==> config.mk <==
export PLATFORM = sky130hd
export DESIGN_NAME = mult_div_unit
export DESIGN_NICKNAME = d
export VERILOG_FILES = /design/src/rtl/mult_div_unit.sv
export SDC_FILE = /design/constraint.sdc
export NUM_CORES = 1
export LEC_CHECK = 0
export BUFFER_PORTS_ARGS = -buffer_cell sky130_fd_sc_hd__buf_2
export CAP_MARGIN = 20
export CELL_PAD_IN_SITES_DETAIL_PLACEMENT = 0
export CELL_PAD_IN_SITES_GLOBAL_PLACEMENT = 2
export CORE_AREA = 2 2 222 224
export DETAILED_ROUTE_END_ITERATION = 7
export DIE_AREA = 0 0 224 226
export GPL_ROUTABILITY_DRIVEN = 0
export MAX_ROUTING_LAYER = met4
export PLACE_DENSITY = 0.93
export SKIP_LAST_GASP = 1
export SYNTH_ARGS = -nofsm -noshare
export SYNTH_HDL_FRONTEND = slang
export SYNTH_SLANG_ARGS = --single-unit
==> constraint.sdc <==
create_clock -name clock -period 5.7 [get_ports clock]
set_clock_uncertainty 0.05 [all_clocks]
set_input_delay 0.285 -clock clock [delete_from_list [all_inputs] [get_ports clock]]
set_output_delay 0.285 -clock clock [all_outputs]
set_load 0.005 [all_outputs]
==> src/rtl/mult_div_unit.sv <==
// Iterative mult/multu/div/divu unit with internal HI/LO registers and a start/busy/done handshake.
// Optional MULT_EARLY_TERM_EN: multiply stops once the remaining multiplier magnitude is zero.
module mult_div_unit #(
   parameter  int WIDTH = 32,
   localparam int CNT_W = $clog2(WIDTH) + 1
) (
   input  logic             clock,
   input  logic             reset,
   input  logic             start,
   input  logic [1:0]       op,
   input  logic [WIDTH-1:0] a,
   input  logic [WIDTH-1:0] b,
   output logic             busy,
   output logic             done,
   output logic             div_zero,
   output logic [WIDTH-1:0] hi,
   output logic [WIDTH-1:0] lo
);

   typedef enum logic [2:0] {IDLE, MULT, DIV, FIX, DONE} state_t;

   state_t             state, stateNext;
   logic [1:0]         opReg;
   logic               negA, negB, divZero;
   logic [CNT_W-1:0]   cnt;
   logic [2*WIDTH-1:0] acc;      // mult: product; div: {remainder, dividend/quotient}
   logic [2*WIDTH-1:0] opA;      // mult: shifted multiplicand; div: divisor in low half
   logic [WIDTH-1:0]   mplier;
   logic [WIDTH-1:0]   hiReg, loReg;

   logic               inSigned, inNegA, inNegB;
   logic [WIDTH-1:0]   absA, absB;
   logic               mulLast, divLast, flip;
   logic [WIDTH:0]     remShift, remDiff;
   logic               remFits;

   assign inSigned = ~op[0];
   assign inNegA   = inSigned & a[WIDTH-1];
   assign inNegB   = inSigned & b[WIDTH-1];
   assign absA     = inNegA ? -a : a;
   assign absB     = inNegB ? -b : b;

   assign divLast  = (cnt == CNT_W'(WIDTH - 1));
`ifdef MULT_EARLY_TERM_EN
   assign mulLast  = divLast || (mplier[WIDTH-1:1] == '0);
`else
   assign mulLast  = divLast;
`endif

   assign remShift = acc[2*WIDTH-1:WIDTH-1];
   assign remFits  = remShift >= {1'b0, opA[WIDTH-1:0]};
   assign remDiff  = remShift - {1'b0, opA[WIDTH-1:0]};
   assign flip     = ~opReg[0] & (negA ^ negB);

   always_ff @(posedge clock) begin
      if (reset) state <= IDLE;
      else       state <= stateNext;
   end

   always_comb begin
      stateNext = state;
      case (state)
         IDLE: if (start) begin
            if (!op[1])        stateNext = MULT;
            else if (b == '0)  stateNext = DONE;
            else               stateNext = DIV;
         end
         MULT:    if (mulLast) stateNext = FIX;
         DIV:     if (divLast) stateNext = FIX;
         FIX:     stateNext = DONE;
         DONE:    stateNext = IDLE;
         default: stateNext = IDLE;
      endcase
   end

   always_ff @(posedge clock) begin
      if (reset) begin
         opReg   <= '0;
         negA    <= 1'b0;
         negB    <= 1'b0;
         divZero <= 1'b0;
         cnt     <= '0;
         acc     <= '0;
         opA     <= '0;
         mplier  <= '0;
         hiReg   <= '0;
         loReg   <= '0;
      end else begin
         case (state)
            IDLE: if (start) begin
               opReg   <= op;
               negA    <= inNegA;
               negB    <= inNegB;
               divZero <= op[1] & (b == '0);
               cnt     <= '0;
               mplier  <= absB;
               if (op[1]) begin
                  acc <= {{WIDTH{1'b0}}, absA};
                  opA <= {{WIDTH{1'b0}}, absB};
               end else begin
                  acc <= '0;
                  opA <= {{WIDTH{1'b0}}, absA};
               end
            end
            MULT: begin
               if (mplier[0]) acc <= acc + opA;
               opA    <= opA << 1;
               mplier <= mplier >> 1;
               cnt    <= cnt + 1'b1;
            end
            DIV: begin
               acc <= remFits ? {remDiff[WIDTH-1:0], acc[WIDTH-2:0], 1'b1}
                              : {acc[2*WIDTH-2:0], 1'b0};
               cnt <= cnt + 1'b1;
            end
            FIX: begin
               // Remainder follows the dividend sign, quotient the xor of signs.
               if (!opReg[1]) begin
                  {hiReg, loReg} <= flip ? -acc : acc;
               end else begin
                  loReg <= flip ? -acc[WIDTH-1:0] : acc[WIDTH-1:0];
                  hiReg <= (~opReg[0] & negA) ? -acc[2*WIDTH-1:WIDTH] : acc[2*WIDTH-1:WIDTH];
               end
            end
            default: ;
         endcase
      end
   end

   assign busy     = (state != IDLE);
   assign done     = (state == DONE);
   assign div_zero = (state == DONE) & divZero;
   assign hi       = hiReg;
   assign lo       = loReg;

endmodule

==> out/qor.yml, run 1 <==
yosys:
  synth-async-reset-ratio_pct: 0
  synthTopCellsByCount: "nor2_1, a21oi_1, nand2_1"
  syn_area_sq_um: 18600
  synth-edff-count: 0
  syn_inst: 2562
  synth.largest_area_cell: "dfxtp_1"
  muxShareOfSynthArea_pct: 1.68
  synth.avg_cell_area_sq_um: 7.26
  synth_top_family_by_area: "compound AO/OA/AOI/OAI gates"
  synth-simple-area-share_pct: 23.9
  yosysSeqAreaShare_pct: 25.6
  synth_cell_types: 90
  ys_warn_count: 0
  synth_top_flop_cell: "dfxtp_1"
  yosys_register_bits: 238
  synth_xor_area_share_pct: 8.48
  synth_top_area_share_pct: 25.6
  synthAdderAreaFrac_pct: 6.94
  synthTopCellsByArea: "dfxtp_1, a21oi_1, ha_1"
  synth_nets: 2733
  synth_compound_area_share_pct: 28.5
  synth_most_common_cell: "nor2_1"
detailed_routing:
  first_iter_violations: 2049
  drc: 0
  via_per_inst: 6.13
  wl_per_cell_microns: 21.9
  first_pass_iters: 8
  dr_total_vias: 19800
  wl_microns: 70900
  ant_nets: 0
power:
  pwr-share-seq_pct: 24.6
  power_density_nw_per_um2: 529
  p_int_uw: 5490
  swShare_pct: 49.8
  power.share.clock_pct: 17.9
  leakage_uw: 0.00823
  comb_power_share_pct: 57.5
  vdd_drop_max_mv: 0.339
  p_switching_uw: 5450
cts:
  cts_tree: "yes"
  clk_pin_slew_ns: 0.06
  clk_path_buf_depth: 3
  cts_setup_buffers: 0
  cts-resized-gates: 0
  clock_latency_ns: 0.59
  cts_buffers: 29
  clock-sinks: 238
  cts_root_buf: "clkbuf_16"
  htreeDepth: 1
finish:
  drive_gt1_share_pct: 10.3
  syn2layout_area_growth_pct: 11.3
  nets: 2762
  num-fill-cells: 5028
sta:
  fin_crit_ns: 4.14
  fin_tns_setup_ns: 0
  hold_viol_final: 0
  finalCritPeriodShare_pct: 72.6
  finalWorstSetupSlack_ns: 1.56
  worstMarginPinSlew_ns: 1.04
  maxSlewHeadroom_pct: 30.6
  drv_slew: 0
  rsz0062_at_grt: "no"
  setup_viol: 0
  timing.fmax_ghz: 0.242
grt:
  grt_antenna_before_repair: 1
  grt_pass1_vias: 18400
  grt_max_degree: 98
  grt_pass1_wl_microns: 109000
  gr-total-overflow: 0
  grt.total_usage_pct: 28.1
placement:
  post-dp-hpwl_microns: 53600
  portBuffers: 135
  pre_cts_ws_ns: 1.69
die:
  start_util_pct: 38.5
  dieArea_sq_um: 50600
  core_sq_um: 48300
  io_pins: 136
  die-height_microns: 226
  rows: 81
  die_x_microns: 224
setup_path:
  crit_type: "reg2reg"
  reg2reg_slack_ns: 1.56
  required_ns: 6.06
  end_kind: "flip-flop"
  startpoint_type: "flip-flop"
  rr_startpoint: "acc[48]$_SDFFE_PP0P_"
  ff2ff_path_depth: 11
  r2r_end: "acc[42]$_SDFFE_PP0P_"
  arrival_ns: 4.50
  critPathMaxFanout: 18
worst_hold_path:
  hold_path_depth: 4
  holdCritStartpoint: "b[31]"
  min_path_type: "in2reg"
  holdPathEnd: "divZero$_SDFFE_PP0P_"
job:
  drv_cap: 0
run_status:
  outcome: "finished, final reports clean"
[cells by family after synthesis]
kind of cell / Yosys count
and+or+nand+nor: 943
AOI/OAI and AO/OA: 828
buffers and inverters: 241
DFF: 238
xor gates and xnor gates: 180
adders and majority gates: 102
muxes: 30
[metrics by stage]
step | total power [uW] | hold slack [ns] | utilization, % | instance area, sq um | std cells
2_1_floorplan | 7000 | 0.371 | - | 18600 | 2562
3_3_place_gp | 8810 | 0.387 | 40.7 | 19700 | 3180
3_5_place_dp | 8840 | 0.393 | 40.7 | 19700 | 3180
4_1_cts | 10800 | 0.0214 | 42.8 | 20700 | 3234
5_1_grt | 11700 | 0.0739 | 42.8 | 20700 | 3236
6_report | 10900 | 0.0314 | 42.8 | 20700 | 3236
[layout make-up]
cell class              count  area (sq um)  share of cell area, %
multi-input cells        2083         13000                   62.6
diodes                      1          2.50                 0.0121
clock inverters            14           169                  0.816
repair buffers            163           907                   4.38
inverters                  76           285                   1.38
well taps                 622           778                   3.76
flip-flops and latches    238          4760                   23.0
clock buffers              39           843                   4.07
[layout by cell type (no fill, tap or decap), types with 19 or more instances in the layout]
cell       instances
a21oi_1          280
nand2_1          241
o21ai_0          123
ha_1             100
a31oi_1           53
a21o_1            51
nand4_1           35
a211oi_1          79
or3_1             26
nand2b_1          22
and3_1            19
nor2_1           319
mux2i_1           21
inv_1             74
buf_2            134
o21ai_1           35
a221oi_1          34
xnor2_1          112
nand3_1           80
nor3_1            91
clkbuf_16         29
dfxtp_1          238
buf_4             26
nor2b_1           21
xor2_1            68
[sequential cells by signal, summed over array words and instances (netlist names), 2 cells and up]
signal / cells
cnt: 6
acc: 64
state: 3
lo: 32
mplier: 32
opReg: 2
opA: 64
hi: 32
[layer usage]
metal | GRT usage (%) | routed length [microns] | up-vias
li1 | - | - | 9375
met1 | 37.8 | 31400 | 9402
met2 | 42.2 | 30500 | 888
met3 | 4.58 | 6260 | 167
met4 | 10.7 | 2840 | 0
met5 | - | 0 | -
[worst max-delay path by stage]
stage | from | endpoint | slack [ns]
after global placement | acc[48]$_SDFFE_PP0P_ | acc[39]$_SDFFE_PP0P_ | 1.75
final | acc[48]$_SDFFE_PP0P_ | acc[42]$_SDFFE_PP0P_ | 1.56
after global routing | acc[48]$_SDFFE_PP0P_ | acc[42]$_SDFFE_PP0P_ | 1.37
after detailed placement | acc[48]$_SDFFE_PP0P_ | acc[42]$_SDFFE_PP0P_ | 1.69
after CTS | acc[48]$_SDFFE_PP0P_ | acc[42]$_SDFFE_PP0P_ | 1.68
after floorplan | acc[31]$_SDFFE_PP0P_ | acc[58]$_SDFFE_PP0P_ | 2.63
[what timing repair did]
item,CTS,global route
hold buffers,1,0
hold endpoints to repair,1,0
setup endpoints to repair,0,0
[worst max-delay path: stages (launching register included)]
cell and delay [ns]:
dfxtp_1 0.65, ha_1 0.37, nand3_1 0.19, nor3_2 0.35
nand4_1 0.16, a2111oi_2 0.39, nor3b_2 0.15, o21ai_4 0.55
buf_4 0.37, mux2_1 0.35, a221oi_1 0.29, nor3_1 0.10
[power by group through the flow]
stage | logic (uW) | clock network, uW | registers, uW
after floorplan | 4610 | 0 | 2390
after global placement | 6130 | 0 | 2670
after detailed placement | 6150 | 0 | 2700
after CTS | 6180 | 1990 | 2660
after global routing | 6870 | 2060 | 2730
final | 6300 | 1960 | 2690
No activity file was read; power rests on OpenSTA's default activity.
==> run 2, diff against run 1 <==
--- a/config.mk
+++ b/config.mk
@@ -9,12 +9,12 @@
 export CAP_MARGIN = 20
 export CELL_PAD_IN_SITES_DETAIL_PLACEMENT = 0
 export CELL_PAD_IN_SITES_GLOBAL_PLACEMENT = 2
-export CORE_AREA = 2 2 222 224
+export CORE_AREA = 2 2 231 233
 export DETAILED_ROUTE_END_ITERATION = 7
-export DIE_AREA = 0 0 224 226
+export DIE_AREA = 0 0 233 235
 export GPL_ROUTABILITY_DRIVEN = 0
 export MAX_ROUTING_LAYER = met4
-export PLACE_DENSITY = 0.93
+export PLACE_DENSITY = 0.87
 export SKIP_LAST_GASP = 1
 export SYNTH_ARGS = -nofsm -noshare
 export SYNTH_HDL_FRONTEND = slang
==> constraint.sdc (replaced) <==
create_clock -name clock -period 4.3 [get_ports clock]
set_clock_uncertainty 0.05 [all_clocks]
set_input_delay 0.215 -clock clock [delete_from_list [all_inputs] [get_ports clock]]
set_output_delay 0.215 -clock clock [all_outputs]
set_load 0.005 [all_outputs]
==> out/qor.yml, run 2 (synthesis gave the netlist of run 1 again) <==
setup_path:
  rr_startpoint: "acc[48]$_SDFFE_PP0P_"
  cp_slowest_cell: "dfxtp_1"
  ff2ff_path_depth: 11
  max_stage_delay_ns: 0.72
  end_kind: "flip-flop"
  cp_cell_sequence: "ha_1, nand3_1, nor3_2, nand4_1, a2111oi_2, nor3b_2, o21ai_4, buf_4, mux2_1, a221oi_1, nor3_1"
  startpoint: "acc[48]$_SDFFE_PP0P_"
  reg2reg_slack_ns: 0.27
  arrival_ns: 4.42
  critPathMaxFanout: 19
  startpoint_type: "flip-flop"
  crit_type: "reg2reg"
  required_ns: 4.68
  cp-endpoint: "acc[42]$_SDFFE_PP0P_"
  r2r_end: "acc[42]$_SDFFE_PP0P_"
power:
  power_density_nw_per_um2: 707
  leakage_uw: 0.00844
  vdd_drop_max_mv: 0.375
cts:
  clk_pin_slew_ns: 0.07
  cts_tree: "yes"
  htreeDepth: 1
  cts_hold_buf: 12
  cts_buffers: 30
  cts_setup_buffers: 0
  cts-resized-gates: 0
  clock_latency_ns: 0.63
  clk_path_buf_depth: 3
  clock-sinks: 238
  cts_root_buf: "clkbuf_16"
sta:
  drv_slew: 0
  finalCritPeriodShare_pct: 93.8
  hold_viol_final: 0
  rsz0062_at_grt: "no"
  worstMarginPinSlew_ns: 1.02
  setup_viol: 0
  timing.fmax_ghz: 0.248
  maxSlewHeadroom_pct: 31.7
  finalWorstSetupSlack_ns: 0.266
  fin_tns_setup_ns: 0
  fin_crit_ns: 4.03
finish:
  utilization_pct: 40.5
  stdcell_area_sq_um: 21200
  drive_gt1_share_pct: 11.0
  antenna_cells_inserted: 0
  instances_no_fill: 3333
  syn2layout_area_growth_pct: 13.8
  layout_commonest_cell: "nor2_1"
  nets: 2792
  final_cell_mix: "nor2_1, a21oi_1, nand2_1"
  largestRegisters: "acc (64), opA (64)"
detailed_routing:
  dr_total_vias: 20100
  wl_microns: 72900
  via_per_inst: 6.02
  first_iter_violations: 2259
  ant_nets: 0
  first_pass_iters: 6
  wl_per_cell_microns: 21.9
  drc: 0
grt:
  grt.total_usage_pct: 26.5
  grt_pass1_wl_microns: 111000
  top_usage_layer: "met2"
  grt_max_degree: 135
  gr-total-overflow: 0
  use_met3_pct: 3.37
  grt_use_met2_pct: 38.9
  met1_usage_pct: 37.6
  grt_pass1_vias: 18400
  grt_antenna_before_repair: 0
placement:
  dp_cells: 3265
  post-dp-hpwl_microns: 54700
  portBuffers: 135
  pre_cts_ws_ns: 0.431
  place_area_sq_um: 20000
die:
  io_pins: 136
  start_util_pct: 35.6
  rows: 84
  die-height_microns: 235
  core_sq_um: 52200
  dieArea_sq_um: 54800
  die_x_microns: 233
run_status:
  outcome: "finished, final reports clean"
worst_hold_path:
  min_path_type: "in2reg"
job:
  drv_cap: 0
[run 2: changes by cell type in the layout (fill, tap and decap cells not counted), moves of 2 or more]
cell / change
buf_12: +5
buf_4: +13
clkinvlp_4: -3
clkinv_2: +5
bufinv_16: +2
clkbuf_8: -3
dlygate4sd3_1: +11
[run 2: how the worst min path moves through the flow]
| stage | from | to | slack, ns | depth (start not counted) |
|---|---|---|---|---|
| 2_1_floorplan | op[0] | opReg[0]$_SDFFE_PP0P_ | 0.30 | 2 |
| 3_3_place_gp | hi[12]$_SDFFE_PP0N_ | hi[12]$_SDFFE_PP0N_ | 0.39 | 2 |
| 3_5_place_dp | hi[16]$_SDFFE_PP0N_ | hi[16]$_SDFFE_PP0N_ | 0.39 | 2 |
| 4_1_cts | b[29] | mplier[29]$_SDFFE_PP0P_ | 0.003 | 5 |
| 5_1_grt | b[4] | mplier[4]$_SDFFE_PP0P_ | 0.06 | 5 |
| 6_report | b[29] | mplier[29]$_SDFFE_PP0P_ | 0.01 | 5 |
[run 2: worst max-delay path, delay by kind of cell, from the launching register on]
| family | cells | cell delay (ns) |
|---|---|---|
| buffers and inverters | 1 | 0.35 |
| flip-flops | 1 | 0.72 |
| multiplexers | 1 | 0.38 |
| adder cells (fa/ha/maj) | 1 | 0.39 |
| AND/OR/NAND/NOR | 5 | 0.98 |
| AO/OA/AOI/OAI | 3 | 1.00 |
[run 2: where the power goes]
group / internal [uW] / leakage, uW / switching [uW]
Sequential: 2710 / 0.00194 / 753
Clock: 1670 / 0.000534 / 1100
Combinational: 3140 / 0.00596 / 5600
Total: 7520 / 0.00844 / 7450
[run 2: layout make-up]
type | instances | area [sq um]
sequential | 238 | 4760
clock inverter | 19 | 262
multi-input combinational | 2083 | 13000
timing repair buffer | 192 | 1210
tap | 688 | 861
fill | 5356 | 31100
clock buffer | 37 | 827
inverter | 76 | 285
[run 2: per-stage QoR]
stage	power [uW]	hold slack, ns
6_report	15000	0.0134
3_3_place_gp	12000	0.388
4_1_cts	14800	0.00271
3_5_place_dp	12000	0.394
5_1_grt	15900	0.0568
2_1_floorplan	9280	0.301
[run 2: per-layer routing]
metal  wire length, microns  part of all wire [%]
met5                      0                     0
met4                   2290                   3.1
met2                  31400                    43
met3                   6310                   8.6
met1                  32900                    45
